===== config.mk =====
export PLATFORM = sky130hd
export DESIGN_NAME = mem_arbiter
export DESIGN_NICKNAME = d
export VERILOG_FILES = /design/src/rtl/npc_mem_pkg.sv /design/src/rtl/mem_arb_grant.sv /design/src/rtl/mem_arbiter.sv
export SDC_FILE = /design/constraint.sdc
export NUM_CORES = 1
export LEC_CHECK = 0
export ABC_AREA = 1
export BUFFER_PORTS_ARGS = -buffer_cell sky130_fd_sc_hd__buf_2
export CELL_PAD_IN_SITES_DETAIL_PLACEMENT = 0
export CELL_PAD_IN_SITES_GLOBAL_PLACEMENT = 1
export CORE_ASPECT_RATIO = 0.75
export CORE_UTILIZATION = 31
export DETAILED_ROUTE_END_ITERATION = 6
export GPL_TIMING_DRIVEN = 1
export PLACE_DENSITY = 0.86
export SLEW_MARGIN = 10
export SYNTH_ARGS = -nofsm -noshare
export SYNTH_HDL_FRONTEND = slang
export SYNTH_HIERARCHICAL = 1
export SYNTH_SLANG_ARGS = --single-unit

===== constraint.sdc =====
create_clock -name sys_clk -period 1.8 [get_ports sys_clk]
set_clock_uncertainty 0.15 [all_clocks]
set_input_delay 0.18 -clock sys_clk [delete_from_list [all_inputs] [get_ports sys_clk]]
set_output_delay 0.18 -clock sys_clk [all_outputs]
set_load 0.01 [all_outputs]

===== src/rtl/npc_mem_pkg.sv =====
// Shared types for the data-memory arbiter: FSM states, transaction owner
// and the latched request record presented to the memory port.
package npc_mem_pkg;

   localparam int STARVE_CNT_W = 4;

   typedef enum logic [1:0] {
      ST_IDLE  = 2'd0,
      ST_ISSUE = 2'd1,
      ST_WAIT  = 2'd2
   } arb_state_e;

   typedef enum logic {
      OWN_IFU = 1'b0,
      OWN_LSU = 1'b1
   } owner_e;

   typedef struct packed {
      logic        wen;
      logic [31:0] addr;
      logic [31:0] wdata;
      logic [3:0]  wmask;
   } mem_req_t;

endpackage


===== src/rtl/mem_arb_grant.sv =====
// Combinational grant logic: picks at most one requester while the arbiter
// is idle. The LSU wins contested cycles unless the IFU has been starved.
module mem_arb_grant
   import npc_mem_pkg::*;
#(
   parameter int STARVE_LIMIT = 4
) (
   input  logic                    ifu_valid,
   input  logic                    lsu_valid,
   input  logic                    is_idle,
   input  logic [STARVE_CNT_W-1:0] starve_cnt,
   output logic                    grant_ifu,
   output logic                    grant_lsu
);

   localparam logic [STARVE_CNT_W-1:0] LIMIT = STARVE_CNT_W'(STARVE_LIMIT);

   logic ifu_wins;

   // One-hot grant: IFU wins when alone or when it has hit the starvation limit
   always_comb begin
      ifu_wins  = ifu_valid && (!lsu_valid || (starve_cnt == LIMIT));
      grant_ifu = is_idle && ifu_wins;
      grant_lsu = is_idle && lsu_valid && !ifu_wins;
   end

endmodule


===== src/rtl/mem_arbiter.sv =====
// Shares the single data-memory port between the IFU and the LSU with one
// outstanding transaction at a time. Owns request latching, the
// IDLE/ISSUE/WAIT sequencing, the starvation counter and response routing.
module mem_arbiter
   import npc_mem_pkg::*;
#(
   parameter int STARVE_LIMIT = 4
) (
   input  logic        sys_clk,
   input  logic        sys_rst,
   input  logic        ifu_req_valid,
   output logic        ifu_req_ready,
   input  logic [31:0] ifu_addr,
   output logic        ifu_resp_valid,
   output logic [31:0] ifu_rdata,
   input  logic        lsu_req_valid,
   output logic        lsu_req_ready,
   input  logic        lsu_wen,
   input  logic [31:0] lsu_addr,
   input  logic [31:0] lsu_wdata,
   input  logic [3:0]  lsu_wmask,
   output logic        lsu_resp_valid,
   output logic [31:0] lsu_rdata,
   output logic        mem_req_valid,
   input  logic        mem_req_ready,
   output logic        mem_wen,
   output logic [31:0] mem_addr,
   output logic [31:0] mem_wdata,
   output logic [3:0]  mem_wmask,
   input  logic        mem_resp_valid,
   input  logic [31:0] mem_rdata
);

   localparam logic [STARVE_CNT_W-1:0] LIMIT = STARVE_CNT_W'(STARVE_LIMIT);

   arb_state_e              state;
   owner_e                  owner;
   mem_req_t                req_q;
   logic [STARVE_CNT_W-1:0] starve_cnt;
   logic                    grant_ifu;
   logic                    grant_lsu;
   logic                    ifu_resp_q;
   logic                    lsu_resp_q;
   logic [31:0]             ifu_rdata_q;
   logic [31:0]             lsu_rdata_q;

   mem_arb_grant #(
      .STARVE_LIMIT(STARVE_LIMIT)
   ) u_grant (
      .ifu_valid (ifu_req_valid),
      .lsu_valid (lsu_req_valid),
      .is_idle   (state == ST_IDLE),
      .starve_cnt(starve_cnt),
      .grant_ifu (grant_ifu),
      .grant_lsu (grant_lsu)
   );

   assign ifu_req_ready  = grant_ifu;
   assign lsu_req_ready  = grant_lsu;

   assign mem_req_valid  = (state == ST_ISSUE);
   assign mem_wen        = req_q.wen;
   assign mem_addr       = req_q.addr;
   assign mem_wdata      = req_q.wdata;
   assign mem_wmask      = req_q.wmask;

   assign ifu_resp_valid = ifu_resp_q;
   assign ifu_rdata      = ifu_rdata_q;
   assign lsu_resp_valid = lsu_resp_q;
   assign lsu_rdata      = lsu_rdata_q;

   // Transaction sequencing: grant in IDLE, hold the request in ISSUE, await data in WAIT
   always_ff @(posedge sys_clk) begin
      if (sys_rst) begin
         state <= ST_IDLE;
      end else begin
         case (state)
            ST_IDLE:  if (grant_ifu || grant_lsu) state <= ST_ISSUE;
            ST_ISSUE: if (mem_req_ready)          state <= ST_WAIT;
            ST_WAIT:  if (mem_resp_valid)         state <= ST_IDLE;
            default:                              state <= ST_IDLE;
         endcase
      end
   end

   // Capture the winner's request on the grant so later input changes cannot disturb it
   always_ff @(posedge sys_clk) begin
      if (sys_rst) begin
         owner <= OWN_IFU;
         req_q <= '0;
      end else if (grant_ifu) begin
         owner       <= OWN_IFU;
         req_q.wen   <= 1'b0;
         req_q.addr  <= ifu_addr;
         req_q.wdata <= '0;
         req_q.wmask <= '0;
      end else if (grant_lsu) begin
         owner       <= OWN_LSU;
         req_q.wen   <= lsu_wen;
         req_q.addr  <= lsu_addr;
         req_q.wdata <= lsu_wdata;
         req_q.wmask <= lsu_wmask;
      end
   end

   // Count LSU wins over a waiting IFU; an IFU grant resets the count
   always_ff @(posedge sys_clk) begin
      if (sys_rst) begin
         starve_cnt <= '0;
      end else if (grant_ifu) begin
         starve_cnt <= '0;
      end else if (grant_lsu && ifu_req_valid && (starve_cnt != LIMIT)) begin
         starve_cnt <= starve_cnt + 1'b1;
      end
   end

   // Route a memory response to its owner as a one-cycle pulse; responses outside WAIT are dropped
   always_ff @(posedge sys_clk) begin
      if (sys_rst) begin
         ifu_resp_q  <= 1'b0;
         lsu_resp_q  <= 1'b0;
         ifu_rdata_q <= '0;
         lsu_rdata_q <= '0;
      end else begin
         ifu_resp_q <= 1'b0;
         lsu_resp_q <= 1'b0;
         if ((state == ST_WAIT) && mem_resp_valid) begin
            if (owner == OWN_IFU) begin
               ifu_resp_q  <= 1'b1;
               ifu_rdata_q <= mem_rdata;
            end else begin
               lsu_resp_q  <= 1'b1;
               lsu_rdata_q <= req_q.wen ? 32'd0 : mem_rdata;
            end
         end
      end
   end

endmodule


# [Yosys cells after proc, flatten, opt, wreduce, memory -nomap -nowiden]
# Index checks and enable logic that the tools add are counted.
[classes] add_sub_neg=1 eq_ne=7 n_mux=9 bitwise=2 n_reduce_logical=18
[op_table] operator="2-to-1 mux 68 bit" n=2
[op_table] operator="2-to-1 mux 32 bit" n=1
[op_table] operator="logical AND 1 bit" n=7
[op_table] operator="2-to-1 mux 2 bit" n=3
[op_table] operator="one-hot mux 2 bit (3 select lines)" n=1
[op_table] operator="adder 4 x 1 -> 4 bit (second input constant)" n=1
[op_table] operator="== test 4 x 3 -> 1 bit (second input constant)" n=1
[op_table] operator="inequality test 2 bit (second input constant)" n=2
[op_table] operator="inequality test 4 x 3 -> 1 bit (second input constant)" n=1
[op_table] operator="AND reduction 2 bit" n=2
[op_table] operator="OR reduction 2 bit" n=2
[op_table] operator="AND reduction 3 bit" n=1
[op_table] operator="== test 2 x 1 -> 1 bit (second input constant)" n=1
[op_table] operator="== test 2 bit (second input constant)" n=1
[op_table] operator="logical NOT 1 bit" n=2
[op_table] operator="logical NOT 2 bit" n=1
[op_table] operator="logical OR 1 bit" n=2
[op_table] operator="2-to-1 mux 1 bit" n=2
[op_table] operator="inequality test 2 x 1 -> 1 bit (second input constant)" n=1
[op_table] operator="inverter 1 bit" n=2
[op_table] operator="nonzero test 2 bit" n=1
[totals] register_bits=142 out_inout_bits=138

# [Longest topological paths before layout]
# Gate-level depths: netlist of the first run.
[logic_depth] word_depth=8 ltp_mapped=12

# [Hierarchy]
# Netlist of the first run, hierarchy kept.
[modules_own_cells] mod="mem_arbiter" n_inst=1 cells_per_inst=742 area_per_inst_um2=5486.5 seq_area_each_um2=2842.7
[modules_own_cells] mod="mem_arb_grant" n_inst=1 cells_per_inst=10 area_per_inst_um2=41.3 seq_area_each_um2=0.0

# [Least setup slack after synthesis of the first run]
# Ideal clock, no wire load.
[synth_timing] kind="register -> register" startpoint="register state[0]" endpoint="register req_q (netlist bit mem_wdata[21])" setup_ns=0.070 t_arrival_ns=1.589 required_ns=1.580 setup_slack_ns=-0.008 stages_incl_launch_ff=8 n_path_buf=2 period_less_slack_ns=1.808 path_cell_list="dfxtp_1 -> nor2_1 -> nand2_1 -> a21oi_1 -> buf_2 -> clkbuf_1 -> nand2_1 -> a21oi_1"
[synth_between] elab_chain_cells=3
[synth_rtl] element="start, declared" line="mem_arbiter.sv:36" text="arb_state_e state;"
[synth_rtl] element="start signal, assigned" line="mem_arbiter.sv:75" text="state <= ST_IDLE;"
[synth_rtl] element="start signal, assigned" line="mem_arbiter.sv:78" text="ST_IDLE: if (grant_ifu || grant_lsu) state <= ST_ISSUE;"
[synth_rtl] element="start signal, assigned" line="mem_arbiter.sv:79" text="ST_ISSUE: if (mem_req_ready) state <= ST_WAIT;"
[synth_rtl] element="logical NOT 2 bit" line="mem_arbiter.sv:52" text=".is_idle (state == ST_IDLE),"
[synth_rtl] element="logical AND 1 bit (2 in a row)" line="mem_arb_grant.sv:24" text="grant_lsu = is_idle && lsu_valid && !ifu_wins;"
[synth_rtl] element="named net lsu_req_ready" line="mem_arbiter.sv:17" text="output logic lsu_req_ready,"
[synth_rtl] element="end, declared" line="mem_arbiter.sv:38" text="mem_req_t req_q;"
# The timed path passes the listed nets, and every way through them passes these cells.
# A chain may end at the register's enable or synchronous reset.

# [Worst setup path in the final report of the first run]
[layout_timing] startpoint="register state[0]" endpoint="output port ifu_req_ready"
[layout_between] elab_chain_cells=2
[layout_rtl] element="logical NOT 2 bit" line="mem_arbiter.sv:52"
[layout_rtl] element="logical AND 1 bit" line="mem_arb_grant.sv:23" text="grant_ifu = is_idle && ifu_wins;"
[layout_rtl] element="end, declared" line="mem_arbiter.sv:12" text="output logic ifu_req_ready,"
# No other way between the ends.

==> results.md, run 1 <==
- The run finished with clean final reports.
- The initial antenna violation count is 0.
- Setup repair after global routing left no endpoint under its margin.
- The area of placed instances is 7261 sq um.
- After global routing the overflow that remains totals 0.
- Max-cap violations in this run came to 0.
- The footprint of the multi-input gates is 2258 sq um.
- The area share of the largest cell type after synthesis is 51.43%.
- The power per cell area is 907.1 nW/um^2.
- The part of the total power dissipated in the clock network is 42.9%.
- The worst path uses 94.71% of the clock period.
- For the final routed database, the setup TNS stands at 0 ns.
- The kind of capture point of the worst setup path is an output port.
- The DRC violation total after the first TritonRoute iteration is between 300 and 400.
- In the synthesized netlist, the number of instances is approximately 750.
- The synthesized design contains between 100 and 150 register bits.
- Global routing consumed, on the met1 layer, 25.15% of the routing resources.
- The number of I/O port buffers is roughly 280.
- Measured in cells, the most critical reg-to-reg path has a length of 10.
- The worst setup path is launched from a register.
- After synthesis, the mean cell area works out to 7.351 sq um.
- At the worst endpoint, the arrival time is 1.37 ns.
- The type of the worst setup path is register to output port.
- The total die area is 18380 sq um.
- The DRC violation count after routing is 0.
- The via count normalized by instance count is roughly 4.5.
- The worst-case vdd ir drop is 0.0004747 V.
- In this run, flip-flops and latches consume around 40% of the power.
- In the layout the commonest cells are 275 x sky130_fd_sc_hd__buf_2, 162 x sky130_fd_sc_hd__nand2_1, 137 x sky130_fd_sc_hd__dfxtp_1, 135 x sky130_fd_sc_hd__dlygate4sd3_1, 126 x sky130_fd_sc_hd__nor2_1.
- No sink is reached through more buffers than the 2 on the longest clock path.
- The synthesis-to-layout area growth is 69.62%.
- The startpoint identified for the worst hold timing path is lsu_addr[31].
- After clock tree synthesis, the clock-pin slew on the worst setup and hold paths is around 0.06 ns.
- The longest individual stage delay on the worst path is 0.34 ns.
- Walking the worst path, the cells encountered are nor2_2, buf_4, inv_1, nor2_4, buf_6, buf_2.
- The total power is 8.505 mW.
- The total half-perimeter wirelength after legalization and detailed placement is 12520 microns.
- The area of the core is 17130 sq um.
- The remaining max-slew budget at the tightest pin is roughly 73%.
- Before antenna repair, the detailed router went through 5 iterations.
- The die boundary width is about 160 microns.
- The wire length per cell is 13.90 microns.
- The analysis attributes to net switching a power of 2.237 mW.
- The library cell used most frequently in the layout, excluding fill and tap cells, is sky130_fd_sc_hd__buf_2.
- For hold timing, the worst endpoint is mem_addr[31].
- Measured along the y axis, the die boundary spans approximately 120 microns.
- The number of buffers added by the clock tree synthesis step is 17.
- Derived from the worst setup path, the maximum achievable clock frequency is ~590 MHz.
- Clock tree synthesis found a total of 142 sinks.
- The overall via count from detail_route is 6454.
- The clock latency on the worst-skew pair is just over 0.4 ns.
- The setup slack of the most critical reg-to-reg path is 0.1 ns.
- The final-report hold violation count is 0.
- Sorting the synthesized cells by area gives the leading types as sky130_fd_sc_hd__dfxtp_1 51%, sky130_fd_sc_hd__nand2_1 11%, sky130_fd_sc_hd__nor2_1 8.7%, sky130_fd_sc_hd__o21ai_0 6.3%, sky130_fd_sc_hd__a21oi_1 4.7%.
- The area of the mapped netlist is 5528 sq um.
- For met3 alone, demand over resource in global routing was 6.627%.
- The final weighted congestion of routability-driven global placement is 0.7813.
- The final antenna diode count is 0.
- The maximum number of pins on one net before global-route repair is 34.
- After routing the design area is 9376 sq um.
- The count of cells along the worst hold path is 3.
- The master of the slowest instance on the critical path is sky130_fd_sc_hd__dfxtp_2.
- The residual antenna-violating net count after detailed routing is 0.
- Final hold analysis gives a worst-case slack of 0.01387 ns.
- Data on the critical path is required at its endpoint by 1.47 ns.
- The clock root buffer is sky130_fd_sc_hd__clkbuf_16.
- The switching share of power is 26.30%.
- The number of synthesis warnings is 6.
- In this run the count of I/O pins placed on the die edge is 277.
- The actual slew at the worst max-slew pin is 0.4056 ns.
- The global routing met2 resource utilization is around a third.
- Summed over all instances, the cell type with the most area after synthesis is sky130_fd_sc_hd__dfxtp_1.
- The count of final max-slew check failures is 0.
- Counting every net in the synthesized netlist gives 893.
- The share of synthesized area occupied by flip-flops and latches is about half.
- The fraction of layout instances using a drive strength above 1 is 31.17%.
- The post-layout minimum cycle time is 1.705 ns.
- The count of final setup violators is 0.
- Row generation in the floorplan step produced 41 rows.
- Of all nets on the critical path, the largest fanout is 3.
- In this run the static leakage power is around 4.6 nW.
- The global-route wire length before repair is 30530 microns.
- The internal power is 6.268 mW.
- The share of total power in combinational logic is 17.0%.
- The effective utilization at floorplan is 32.26%.
- The number of different library cells used by synthesis comes to 23.
- The TritonCTS clock tree is yes.
- The final-stage net count is 1312.
- The launch point of the worst reg-to-reg path is state[1].
- The tightest min-delay check is of the primary input to register type.
- The filler-free cell count of the finished design is 1420.
- The number of global-route vias before repair is 6368.
- The reg-to-reg critical path endpoint is mem_addr[31].
- The all-layer global routing usage is 20.86%.
- met2 is the most crowded layer.
- The wire length after detailed routing is 19730 microns.
- The register cell area after layout is 2849 sq um.
- Counting tap cells, the placed design contains a total of ~1200 instances.
- The H-tree was split into 4 levels.
- After filler insertion, the fill cell instance count of the layout stands at 1595.
## cells by family after synthesis
group           Yosys count  synth area share (%)
fa+ha+maj                 2                0.4526
compound gates          128                 11.61
buf+inv                 101                 8.149
flops                   142                 51.43
simple gates            379                 28.36
## worst max-delay path: cells and delay by family, from the launching register on
| kind | cells | cell delay (ns) |
|---|---|---|
| flops | 1 | 0.34 |
| simple gates | 2 | 0.24 |
| buf+inv | 4 | 0.40 |
## flip-flops by register name, indices dropped and copies added (netlist names)
register / flops
state: 2
ifu_resp_valid: 1
owner: 1
mem_addr: 32
mem_wmask: 4
lsu_rdata: 32
lsu_resp_valid: 1
starve_cnt: 4
ifu_rdata: 32
mem_wen: 1
mem_wdata: 32
## area by class of cell
cell class	count	share of cell area [%]
well taps	236	3.149
clock buffers	20	4.764
flip-flops and latches	142	30.38
clock inverters	12	1.708
inverters	50	2.028
multi-input cells	509	24.09
repair buffers	451	33.88
## metal layers
layer | share of wire [%] | vias up
li1 | - | 3239
met1 | 44 | 2902
met2 | 46 | 287
met3 | 8.3 | 26
met4 | 1.8 | 0
met5 | 0 | -
## Yosys cell counts (all sizes together)
cell type,number
nor2,132
ha,2
inv,50
a21oi,52
dfxtp,142
buf,22
clkbuf,29
nor3,44
o21ai,75
a31oi,1
nand3,36
nand4,2
nand2,165
## timing repair
action | in CTS | in global routing
buffers inserted | 7 | 0
gates resized for setup | 7 | 10
hold endpoints to repair | 136 | 0
hold buffers | 135 | 0
cloned | 1 | 2
pin swaps | 5 | 6
setup endpoints to repair | 2 | 64
## metrics by stage
stage                     worst slack, ns  utilization (%)
after floorplan                   0.04546                -
after global placement             0.1739            42.38
after detailed placement           0.1313            42.38
after CTS                        0.006331            54.36
after global routing             0.001389            54.72
final                             0.09530            54.72
## power by group through the flow
stage | Combinational, mW | Sequential, mW | Clock [mW]
2_1_floorplan | 0.508 | 3.55 | 0
3_3_place_gp | 1.11 | 3.47 | 0
3_5_place_dp | 1.11 | 3.47 | 0
4_1_cts | 1.40 | 3.41 | 3.73
5_1_grt | 1.59 | 3.43 | 3.88
6_report | 1.44 | 3.41 | 3.65
## how the worst max path moves through the flow
| stage | slack [ns] | end | from |
|---|---|---|---|
| final | 0.1 | ifu_req_ready | state[0] |
| after global routing | 0.001 | mem_wdata[18] | state[1] |
| after CTS | 0.006 | lsu_req_ready | starve_cnt[2] |
| after detailed placement | 0.13 | mem_addr[5] | starve_cnt[0] |
| after global placement | 0.17 | mem_addr[19] | starve_cnt[0] |
| after floorplan | 0.05 | mem_addr[10] | starve_cnt[2] |
Note: power is estimated with default switching activity, not from simulation.
==> run 2, diff against run 1 <==
Settings changed: PLACE_DENSITY 0.86 to not set, PLACE_DENSITY_LB_ADDON set to 0.1.
==> run 2 against run 1 <==
Net effect: first-iteration DRC count up 8.2%; worst setup slack worse by 0.045 ns; non-clock buffer count down 7; critical endpoint unchanged; highest routed layer unchanged.
==> results.md, run 2 (synthesized netlist as in run 1, its figures left out) <==
- The flow ran to the end, and the final reports show no timing, DRC or antenna violations.
- The die boundary width is 156.2 microns (unchanged).
- Clock tree synthesis selected as its root buffer the cell sky130_fd_sc_hd__clkbuf_16.
- The boundary pin count is 277 (unchanged).
- The count of final setup violators is 0 (unchanged).
- The wire length after detailed routing is 19800 microns (+0.34%).
- The path type of the worst min-delay path is primary input to register.
- The leakage dissipation was 4.615 nW (about the same).
- The wire length per cell is 14.01 microns (+0.84%).
- The total half-perimeter wirelength after legalization and detailed placement was 12600 microns (+0.60%).
- The number of buffers on the longest clock path came to 2 (unchanged).
- The least setup slack across all paths after layout is 0.05039 ns (-0.04490 ns).
- The final-report hold violation count is 0 (unchanged).
- The power per cell area came to 907.5 nW/um^2 (about the same).
- The via count normalized by instance count is 4.425 (-2.6%).
- The highest attainable clock frequency came to 571.6 MHz (-2.6%).
- The number of buffers added by the clock tree synthesis step was 17 (unchanged).
- The type of the worst setup path is register to output port.
- The worst endpoint required time is 1.47 ns (about the same).
- The worst-case vdd ir drop is 0.0005691 V (+20%).
- The DRC violation count after routing is 0 (unchanged).
- The actual slew at the worst max-slew pin is 0.4101 ns (+0.004506 ns).
- The overflow left after global routing came to 0 (unchanged).
- The standard-cell row count was 41 (unchanged).
- The maximum number of pins on one net before global-route repair is 60 (+76%).
- The area of the core is 17130 sq um (unchanged).
- The final weighted congestion of routability-driven global placement was 0.7713 (-1.3%).
- The share of the clock period used by the worst path came to 97.20% (+2.5 points).
- The largest driver fanout on the critical path is 2 (-1).
- The final hold slack is 0.09952 ns (+0.08565 ns).
- The DRC violation total after the first TritonRoute iteration is 394 (+8.2%).
- The total die area was 18380 sq um (unchanged).
- The synthesis-to-layout area growth is 70.53%.
- The count of final max-slew check failures is 0 (unchanged).
- The effective utilization at floorplan is 32.26% (unchanged).
- The top cell types in the final layout, fill and taps aside, are 275 x sky130_fd_sc_hd__buf_2, 160 x sky130_fd_sc_hd__nand2_1, 141 x sky130_fd_sc_hd__dfxtp_1, 136 x sky130_fd_sc_hd__dlygate4sd3_1, 125 x sky130_fd_sc_hd__nor2_1.
- The filler-free cell count of the finished design is 1413 (-0.49%).
- The residual antenna-violating net count after detailed routing is 0 (unchanged).
- The TritonCTS clock tree is yes.
- The overall via count from detail_route is 6252 (-3.1%).
- The global-route wire length before repair is 31710 microns (+3.9%).
- The deepest level of the CTS H-tree came to 4 (unchanged).
- The all-layer global routing usage is 21.71% (+0.86 points).
- The initial antenna violation count is 0 (unchanged).
- The post-layout minimum cycle time is 1.750 ns (+0.04490 ns).
- The number of global-route vias before repair was 6236 (-2.1%).
- The kind of capture point of the worst setup path is an output port.
- The final-stage net count came to 1305 (-0.53%).
- The number of I/O port buffers is 276 (unchanged).
- The data arrival time of the critical path is 1.42 ns (+0.05 ns).
- The clock sink count came to 142 (unchanged).
- The clock slew seen by the registers of the worst setup and hold paths was 0.06 ns (about the same).
- The worst slack at placement is 0.08928 ns (-0.04205 ns).
- The height of the chip is 117.6 microns (unchanged).
- The max capacitance violation total came to 0 (unchanged).
- Setup repair after global routing could not meet its margin everywhere.
- The remaining max-slew budget at the tightest pin was 72.66% (-0.26 points).
- The fraction of layout instances using a drive strength above 1 is 30.76% (-0.41 points).
- The library cell used most frequently in the layout, excluding fill and tap cells, is sky130_fd_sc_hd__buf_2.
- The final antenna diode count was 0 (unchanged).
- The launching element type of the critical path is a register.
- The number of placed instances with taps included is 1236 (-0.72%).
- The length of the first detailed-routing pass in iterations came to 4 (-1).
- The clock latency on the worst-skew pair is 0.41 ns (about the same).
run 2: cell types whose count changed in the layout (fill, tap and decap cells not counted), moves of 4 or more:
cell,previous run,this run
sky130_fd_sc_hd__dfxtp_1,137,141
sky130_fd_sc_hd__o21ai_1,5,18
sky130_fd_sc_hd__o21ai_0,70,57
sky130_fd_sc_hd__buf_12,5,11
sky130_fd_sc_hd__buf_4,28,16
sky130_fd_sc_hd__dfxtp_2,5,1
run 2: routing by layer:
| layer | track usage (%) | vias up | share of wire [%] |
|---|---|---|---|
| met3 | 7.290 | 21 | 7.3 |
| met5 | 0 | - | 0 |
| met1 | 27.26 | 2807 | 47 |
| met2 | 35.07 | 204 | 45 |
| met4 | 6.311 | 0 | 1.3 |
| li1 | - | 3220 | - |
run 2: stage by stage:
step	utilization, %	power (mW)	setup TNS (ns)	instance area, sq um
floorplan	-	4.060	0	5532
global placement	42.27	4.615	0	7243
detailed placement	42.27	4.611	0	7243
CTS	54.14	8.556	-0.03610	9276
global route	55.02	8.953	-0.08590	9427
finish	55.02	8.555	0	9427
run 2: timing repair:
item | in CTS | in global routing
gates resized for setup | 3 | 35
endpoints found under the setup margin | 2 | 76
gates cloned | 1 | 2
hold buffers | 136 | 0
pin swaps | 2 | 10
buffers inserted | 3 | 3
hold endpoints to repair | 136 | 0
run 2: final timing paths:
kind,slack (ns),start,end,cells past startpoint
worst max-delay path,0.05,starve_cnt[2],ifu_req_ready,8
worst min-delay path,0.1,mem_resp_valid,ifu_rdata[15],4
worst max register to register,0.08,starve_cnt[2],mem_addr[0],12
worst min register to register,0.31,mem_wmask[2],mem_wmask[2],2
run 2: worst max-delay path, stage by stage (launching register included):
cell	delay [ns]
sky130_fd_sc_hd__dfxtp_2	0.33
sky130_fd_sc_hd__inv_2	0.04
sky130_fd_sc_hd__nor2_4	0.09
sky130_fd_sc_hd__nand2_2	0.05
sky130_fd_sc_hd__nand2_2	0.10
sky130_fd_sc_hd__nand2_2	0.07
sky130_fd_sc_hd__nor2_4	0.12
sky130_fd_sc_hd__buf_12	0.12
sky130_fd_sc_hd__buf_6	0.09
run 2: power by group:
| group | internal (mW) | leakage (nW) | switching, mW | total (mW) |
|---|---|---|---|---|
| Sequential | 3.32 | 1.16 | 0.0834 | 3.40 |
| Clock | 2.22 | 0.290 | 1.44 | 3.66 |
| Combinational | 0.736 | 3.17 | 0.757 | 1.49 |
| Total | 6.28 | 4.62 | 2.28 | 8.55 |
run 2: final cells by class:
| class | instances | area, sq um |
|---|---|---|
| clock buffers | 19 | 442.9 |
| clock inverters | 13 | 162.7 |
| fillers | 1696 | 7707 |
| inverters | 50 | 190.2 |
| multi-input cells | 509 | 2302 |
| flip-flops and latches | 142 | 2844 |
| well taps | 236 | 295.3 |
| repair buffers | 444 | 3189 |
